### config.mk
export PLATFORM = sky130hd
export DESIGN_NAME = demux1x4_stream_flat
export DESIGN_NICKNAME = d
export VERILOG_FILES = /design/src/rtl/demux1x4_stream_if.sv /design/src/rtl/demux1x4_stream.sv /design/src/flat_wrapper.sv
export SDC_FILE = /design/constraint.sdc
export NUM_CORES = 1
export LEC_CHECK = 0
export CORE_MARGIN = 1
export CORE_UTILIZATION = 64
export CTS_BUF_LIST = sky130_fd_sc_hd__clkbuf_4 sky130_fd_sc_hd__clkbuf_8
export DETAILED_ROUTE_END_ITERATION = 10
export GPL_ROUTABILITY_DRIVEN = 0
export PLACE_DENSITY = 0.88
export SKIP_LAST_GASP = 1
export SYNTH_ARGS = -nofsm -noshare
export SYNTH_HDL_FRONTEND = slang
export SYNTH_SLANG_ARGS = --single-unit
### constraint.sdc
create_clock -name clk -period 6.1 [get_ports clk]
set_clock_uncertainty 0.1 [all_clocks]
set_input_delay 1.22 -clock clk [delete_from_list [all_inputs] [get_ports clk]]
set_output_delay 1.22 -clock clk [all_outputs]
set_load 0.05 [all_outputs]
### src/rtl/demux1x4_stream_if.sv
// demux1x4_stream_if: producer-side input stream plus four consumer channels.
// master = the producer/consumer environment, slave = the demultiplexer.
interface demux1x4_stream_if #(
   parameter int unsigned WIDTH = 8
);
   logic [WIDTH-1:0]   in_data;
   logic [1:0]         in_sel;
   logic               in_valid;
   logic               in_ready;
   logic [4*WIDTH-1:0] out_data;
   logic [3:0]         out_valid;
   logic [3:0]         out_ready;
   logic [3:0]         ch_full;

   modport master (
      output in_data, in_sel, in_valid, out_ready,
      input  in_ready, out_data, out_valid, ch_full
   );

   modport slave (
      input  in_data, in_sel, in_valid, out_ready,
      output in_ready, out_data, out_valid, ch_full
   );
endinterface

### src/rtl/demux1x4_stream.sv
// demux1x4_stream: steers each input word to one of four 2-entry channel FIFOs.
// Destination is in_sel by default; define DEMUX_RR_EN to use an internal
// round-robin pointer that advances only on accepted pushes.
module demux1x4_stream #(
   parameter int unsigned WIDTH = 8
) (
   input  logic              clk,
   input  logic              rst_n,
   demux1x4_stream_if.slave  bus
);
   localparam int unsigned NCH = 4;
   localparam int unsigned DEPTH = 2;

   logic [1:0]       dest;
   logic             push;
   logic [NCH-1:0]   wr_c;
   logic [NCH-1:0]   pop_c;

   logic [1:0]       count_q [NCH];
   logic [1:0]       count_d [NCH];
   logic [NCH-1:0]   head_q, head_d;
   logic [NCH-1:0]   tail_q, tail_d;
   logic [WIDTH-1:0] mem_q   [NCH][DEPTH];
   logic [WIDTH-1:0] data_q  [NCH];
   logic [WIDTH-1:0] data_d  [NCH];
   logic [NCH-1:0]   valid_q, valid_d;
   logic [NCH-1:0]   full_q, full_d;

`ifdef DEMUX_RR_EN
   logic [1:0] rr_q;
   logic [1:0] rr_d;
   logic [1:0] unused_sel;

   assign unused_sel = bus.in_sel;
   assign dest       = rr_q;

   // Round-robin pointer advances only when a word is actually accepted.
   always_comb begin
      rr_d = rr_q;
      if (push) rr_d = rr_q + 2'd1;
   end

   // Round-robin pointer register.
   always_ff @(posedge clk or negedge rst_n) begin
      if (!rst_n) rr_q <= 2'd0;
      else        rr_q <= rr_d;
   end
`else
   assign dest = bus.in_sel;
`endif

   // Accept only when the destination has room; a same-cycle pop does not count.
   assign bus.in_ready = (count_q[dest] != 2'd2);
   assign push         = bus.in_valid && bus.in_ready;
   assign pop_c        = valid_q & bus.out_ready;

   // One-hot write enable for the destination channel.
   always_comb begin
      wr_c = '0;
      if (push) wr_c[dest] = 1'b1;
   end

   // Next count, pointers and visible head word per channel.
   always_comb begin
      head_d  = head_q;
      tail_d  = tail_q;
      valid_d = '0;
      full_d  = '0;
      for (int k = 0; k < NCH; k++) begin
         count_d[k] = count_q[k];
         data_d[k]  = data_q[k];
         case ({wr_c[k], pop_c[k]})
            2'b10:   count_d[k] = count_q[k] + 2'd1;
            2'b01:   count_d[k] = count_q[k] - 2'd1;
            default: count_d[k] = count_q[k];
         endcase
         if (wr_c[k])  tail_d[k] = ~tail_q[k];
         if (pop_c[k]) head_d[k] = ~head_q[k];
         // New head is the incoming word when the channel was empty or is
         // replacing its only word; otherwise the second stored word.
         if (wr_c[k] && ((count_q[k] == 2'd0) || ((count_q[k] == 2'd1) && pop_c[k])))
            data_d[k] = bus.in_data;
         else if (pop_c[k] && (count_q[k] == 2'd2))
            data_d[k] = mem_q[k][~head_q[k]];
         valid_d[k] = (count_d[k] != 2'd0);
         full_d[k]  = (count_d[k] == 2'd2);
      end
   end

   // Channel state, storage and registered outputs.
   always_ff @(posedge clk or negedge rst_n) begin
      if (!rst_n) begin
         head_q  <= '0;
         tail_q  <= '0;
         valid_q <= '0;
         full_q  <= '0;
         for (int k = 0; k < NCH; k++) begin
            count_q[k] <= 2'd0;
            data_q[k]  <= '0;
            for (int e = 0; e < DEPTH; e++) mem_q[k][e] <= '0;
         end
      end else begin
         head_q  <= head_d;
         tail_q  <= tail_d;
         valid_q <= valid_d;
         full_q  <= full_d;
         for (int k = 0; k < NCH; k++) begin
            count_q[k] <= count_d[k];
            data_q[k]  <= data_d[k];
            if (wr_c[k]) mem_q[k][tail_q[k]] <= bus.in_data;
         end
      end
   end

   assign bus.out_valid = valid_q;
   assign bus.ch_full   = full_q;

   for (genvar k = 0; k < NCH; k++) begin : g_out
      assign bus.out_data[k*WIDTH +: WIDTH] = data_q[k];
   end
endmodule

### src/flat_wrapper.sv
// flat-port wrapper written by rule: the top's interface ports become plain ports
module demux1x4_stream_flat 
#(
   parameter int unsigned WIDTH = 8
)
  (clk, rst_n, bus_in_data, bus_in_sel, bus_in_valid, bus_out_ready, bus_in_ready, bus_out_data, bus_out_valid, bus_ch_full);
  demux1x4_stream_if #(.WIDTH(WIDTH)) bus_i ();
  input  logic clk;
  input  logic rst_n;
  input wire logic [$bits(bus_i.in_data)-1:0] bus_in_data;
  input wire logic [$bits(bus_i.in_sel)-1:0] bus_in_sel;
  input wire logic [$bits(bus_i.in_valid)-1:0] bus_in_valid;
  input wire logic [$bits(bus_i.out_ready)-1:0] bus_out_ready;
  output wire logic [$bits(bus_i.in_ready)-1:0] bus_in_ready;
  output wire logic [$bits(bus_i.out_data)-1:0] bus_out_data;
  output wire logic [$bits(bus_i.out_valid)-1:0] bus_out_valid;
  output wire logic [$bits(bus_i.ch_full)-1:0] bus_ch_full;
  assign bus_i.in_data = bus_in_data;
  assign bus_i.in_sel = bus_in_sel;
  assign bus_i.in_valid = bus_in_valid;
  assign bus_i.out_ready = bus_out_ready;
  assign bus_in_ready = bus_i.in_ready;
  assign bus_out_data = bus_i.out_data;
  assign bus_out_valid = bus_i.out_valid;
  assign bus_ch_full = bus_i.ch_full;
  demux1x4_stream #(.WIDTH(WIDTH)) u_core (.clk(clk), .rst_n(rst_n), .bus(bus_i));
endmodule
==> impl_metrics.env <==
export IMPL_arrival_ps=3230
export IMPL_worst_slack_ps=1551
export IMPL_tns_ps=0
export IMPL_worstSetupStartpointType="input port"
export IMPL_nets=545
export IMPL_final_setup_viol_count=0
export IMPL_cpLargestDelayFamily="buffers and inverters"
export IMPL_firstDrtPassIters=9
export IMPL_initial_core_util_pct=66.43
export IMPL_synth_distinct_cells=37
export IMPL_syn_inst=465
export IMPL_max_slew_worst_pin_slew_ps=876.0
export IMPL_wl_per_cell_um=19.57
export IMPL_fin_cells=629
export IMPL_clock_sinks=120
export IMPL_die_h_um=97.60
export IMPL_cts_setup_buffers=0
export IMPL_dp_cells=597
export IMPL_drv_slew=0
export IMPL_overflow=0
export IMPL_clk_latency_ps=430
export IMPL_worstHoldPathCells=1
export IMPL_path_cells="clkdlybuf4s50_1, mux4_1, clkdlybuf4s50_1"
export IMPL_synth_largest_area_cell="dfrtp_1"
export IMPL_crit_top_cell="clkdlybuf4s50_1"
export IMPL_cts_hold_buf=0
export IMPL_synth_top_area_share_pct=51.34
export IMPL_critical_path_slowest_cell="clkdlybuf4s50_1"
export IMPL_areaGrowthSynthToFinish_pct=16.51
export IMPL_min_period_over_period_pct=74.58
export IMPL_end_kind="output pin"
export IMPL_antenna_found_initial=0
export IMPL_cap_viol_max_count=0
export IMPL_worstPathMaxFanout=6
export IMPL_crit_cells=3
export IMPL_coreArea_um2=8806
export IMPL_holdCritPathClass="reg -> reg"
export IMPL_r2r_cells=7
export IMPL_cts_resized=0
export IMPL_cts_buffer_depth=2
export IMPL_clockRootBuffer="clkbuf_8"
export IMPL_synthTopCellsByArea="dfrtp_1, mux2_2, mux2i_1"
export IMPL_drc_errors=11
export IMPL_final_cell_mix="dfrtp_1, mux2_2, clkdlybuf4s50_1"
export IMPL_ios=58
export IMPL_crit_type="in -> out"
export IMPL_synth_area_um2=5849
export IMPL_grt_usage_pct=28.15
export IMPL_via_per_inst=6.183
export IMPL_max_freq_mhz=219.8
export IMPL_grt_max_degree=70
export IMPL_required_ps=4780
export IMPL_synth_seq_cells=120
export IMPL_min_period_ps=4549
export IMPL_cts_made_buffers=17
export IMPL_dieArea_um2=9526
export IMPL_ys_seq_area_share_pct=51.34
export IMPL_synth_nets=502
export IMPL_violations="design-rule violations"
export IMPL_num_vias=3889
export IMPL_path_buf_inv=2
export IMPL_drt_initial_drc_count=196
export IMPL_hpwl_um=7932
export IMPL_slew_headroom_pct=41.60
export IMPL_htree_levels=4
export IMPL_dpl_worst_slack_ps=1596
export IMPL_antennaDiodeCount=0
export IMPL_rsz0062_at_grt="no"
export IMPL_numPortBuffers=57
export IMPL_cts_tree="done"
export IMPL_drt_wl_total_um=12310
export IMPL_hold_violations=0
export IMPL_die_w_um=97.60
export IMPL_rows=34
export IMPL_avgSynthCellArea_um2=12.58
export IMPL_drtAntennaViolNets=0
export IMPL_grt_pass1_vias=4076
export IMPL_power_leakage_nw=3.091
export IMPL_cpPeakStageDelay_ps=740
export IMPL_clkSlewWorstSetupHoldPaths_ps=70
export IMPL_final_common_cell="dfrtp_1"
export IMPL_power_density_nw_per_um2=589.3
export IMPL_grt_first_pass_wirelength_um=20600
export IMPL_status="finished with violations"
export IMPL_drive_gt1_share_pct=27.83
export IMPL_yosys_warnings=0
export IMPL_vdd_drop_max_uv=407.5
[cells by family after synthesis]
group                      after synthesis  share of synthesized area (%)
muxes                                  137                          26.37
DFF                                    120                          51.34
xor gates and xnor gates                 8                          1.198
adders and majority gates               20                          4.278
and+or+nand+nor                         48                          5.412
AOI/OAI and AO/OA                       77                          7.658
buffers and inverters                   55                          3.743
[Yosys cell counts]
| cell | n |
|---|---|
| a21oi_1 | 32 |
| a31o_2 | 2 |
| a31oi_1 | 34 |
| and2_2 | 1 |
| and2b_4 | 1 |
| and3_1 | 4 |
| buf_1 | 5 |
| buf_2 | 1 |
| buf_4 | 1 |
| buf_6 | 1 |
| clkbuf_1 | 26 |
| dfrtp_1 | 120 |
| ha_1 | 20 |
| inv_1 | 21 |
| mux2_2 | 92 |
| mux2_4 | 8 |
| mux2i_1 | 36 |
| mux4_1 | 1 |
| nand2_1 | 10 |
| nand2_2 | 1 |
| nand2b_1 | 4 |
| nand3_1 | 3 |
| nand4_1 | 5 |
| nand4b_1 | 2 |
| nor2_1 | 7 |
| nor2b_1 | 2 |
| nor3_1 | 1 |
| nor4_4 | 2 |
| nor4b_4 | 1 |
| o211ai_1 | 3 |
| o21ai_0 | 4 |
| o21bai_1 | 2 |
| or2_2 | 2 |
| or4_1 | 1 |
| or4_4 | 1 |
| xnor2_1 | 7 |
| xor2_1 | 1 |
[registers in the layout, summed over array words and instances (netlist names)]
| name | flops |
|---|---|
| u_core.head_q | 4 |
| u_core.tail_q | 4 |
| u_core.mem_q | 64 |
| u_core.count_q | 8 |
| u_core.bus.out_valid | 4 |
| u_core.bus.ch_full | 4 |
| u_core.bus.out_data | 32 |
[through the flow]
step	instance area, µm²	total power [mW]	utilization [%]	hold slack [ps]
final	6815	4.016	77.39	403.3
after global routing	6815	4.226	77.39	409.7
after CTS	6815	4.026	77.39	405.8
after detailed placement	6420	3.303	72.90	392.0
after global placement	6420	3.224	72.90	374.9
after floorplan	5849	2.787	-	359.7
[cell type report]
class                   instances  area (µm²)
flip-flops and latches        120        3003
clock inverters                12       126.4
well taps                     108       135.1
multi-input cells             290        2628
fillers                       542        1991
inverters                      21       78.83
clock buffers                  20       269.0
repair buffers                 58       575.6
[worst paths after layout]
path | start | endpoint | slack, ps
worst min-delay path | u_core.mem_q[6]$_DFFE_PN0P_ | u_core.mem_q[6]$_DFFE_PN0P_ | 400
worst max-delay path | bus_in_sel[0] | bus_in_ready | 1550
worst max register to register | u_core.count_q[4]$_DFF_PN0_ | u_core.bus.out_valid[1]$_DFF_PN0_ | 3940
max in group asynchronous | rst_n | u_core.bus.out_data[0]$_DFFE_PN0P_ | 3820
min in group asynchronous | rst_n | u_core.bus.out_data[21]$_DFFE_PN0P_ | 710
worst min register to register | u_core.mem_q[6]$_DFFE_PN0P_ | u_core.mem_q[6]$_DFFE_PN0P_ | 400
[routing by layer]
| metal | vias to the layer above | global-route usage, % | wire length (µm) |
|---|---|---|---|
| met5 | - | 0 | 0 |
| met4 | 0 | 12.35 | 286 |
| met3 | 24 | 6.259 | 570 |
| met2 | 112 | 44.68 | 6044 |
| met1 | 1989 | 37.37 | 5410 |
| li1 | 1764 | - | - |
[report_power, final]
group | internal, mW | switching [mW] | leakage, nW | total [mW]
registers | 1.19 | 0.326 | 1.45 | 1.52
logic | 0.816 | 0.984 | 1.44 | 1.80
clock network | 0.386 | 0.312 | 0.202 | 0.699
total | 2.39 | 1.62 | 3.09 | 4.02
Note: power is estimated with default switching activity, not from simulation.
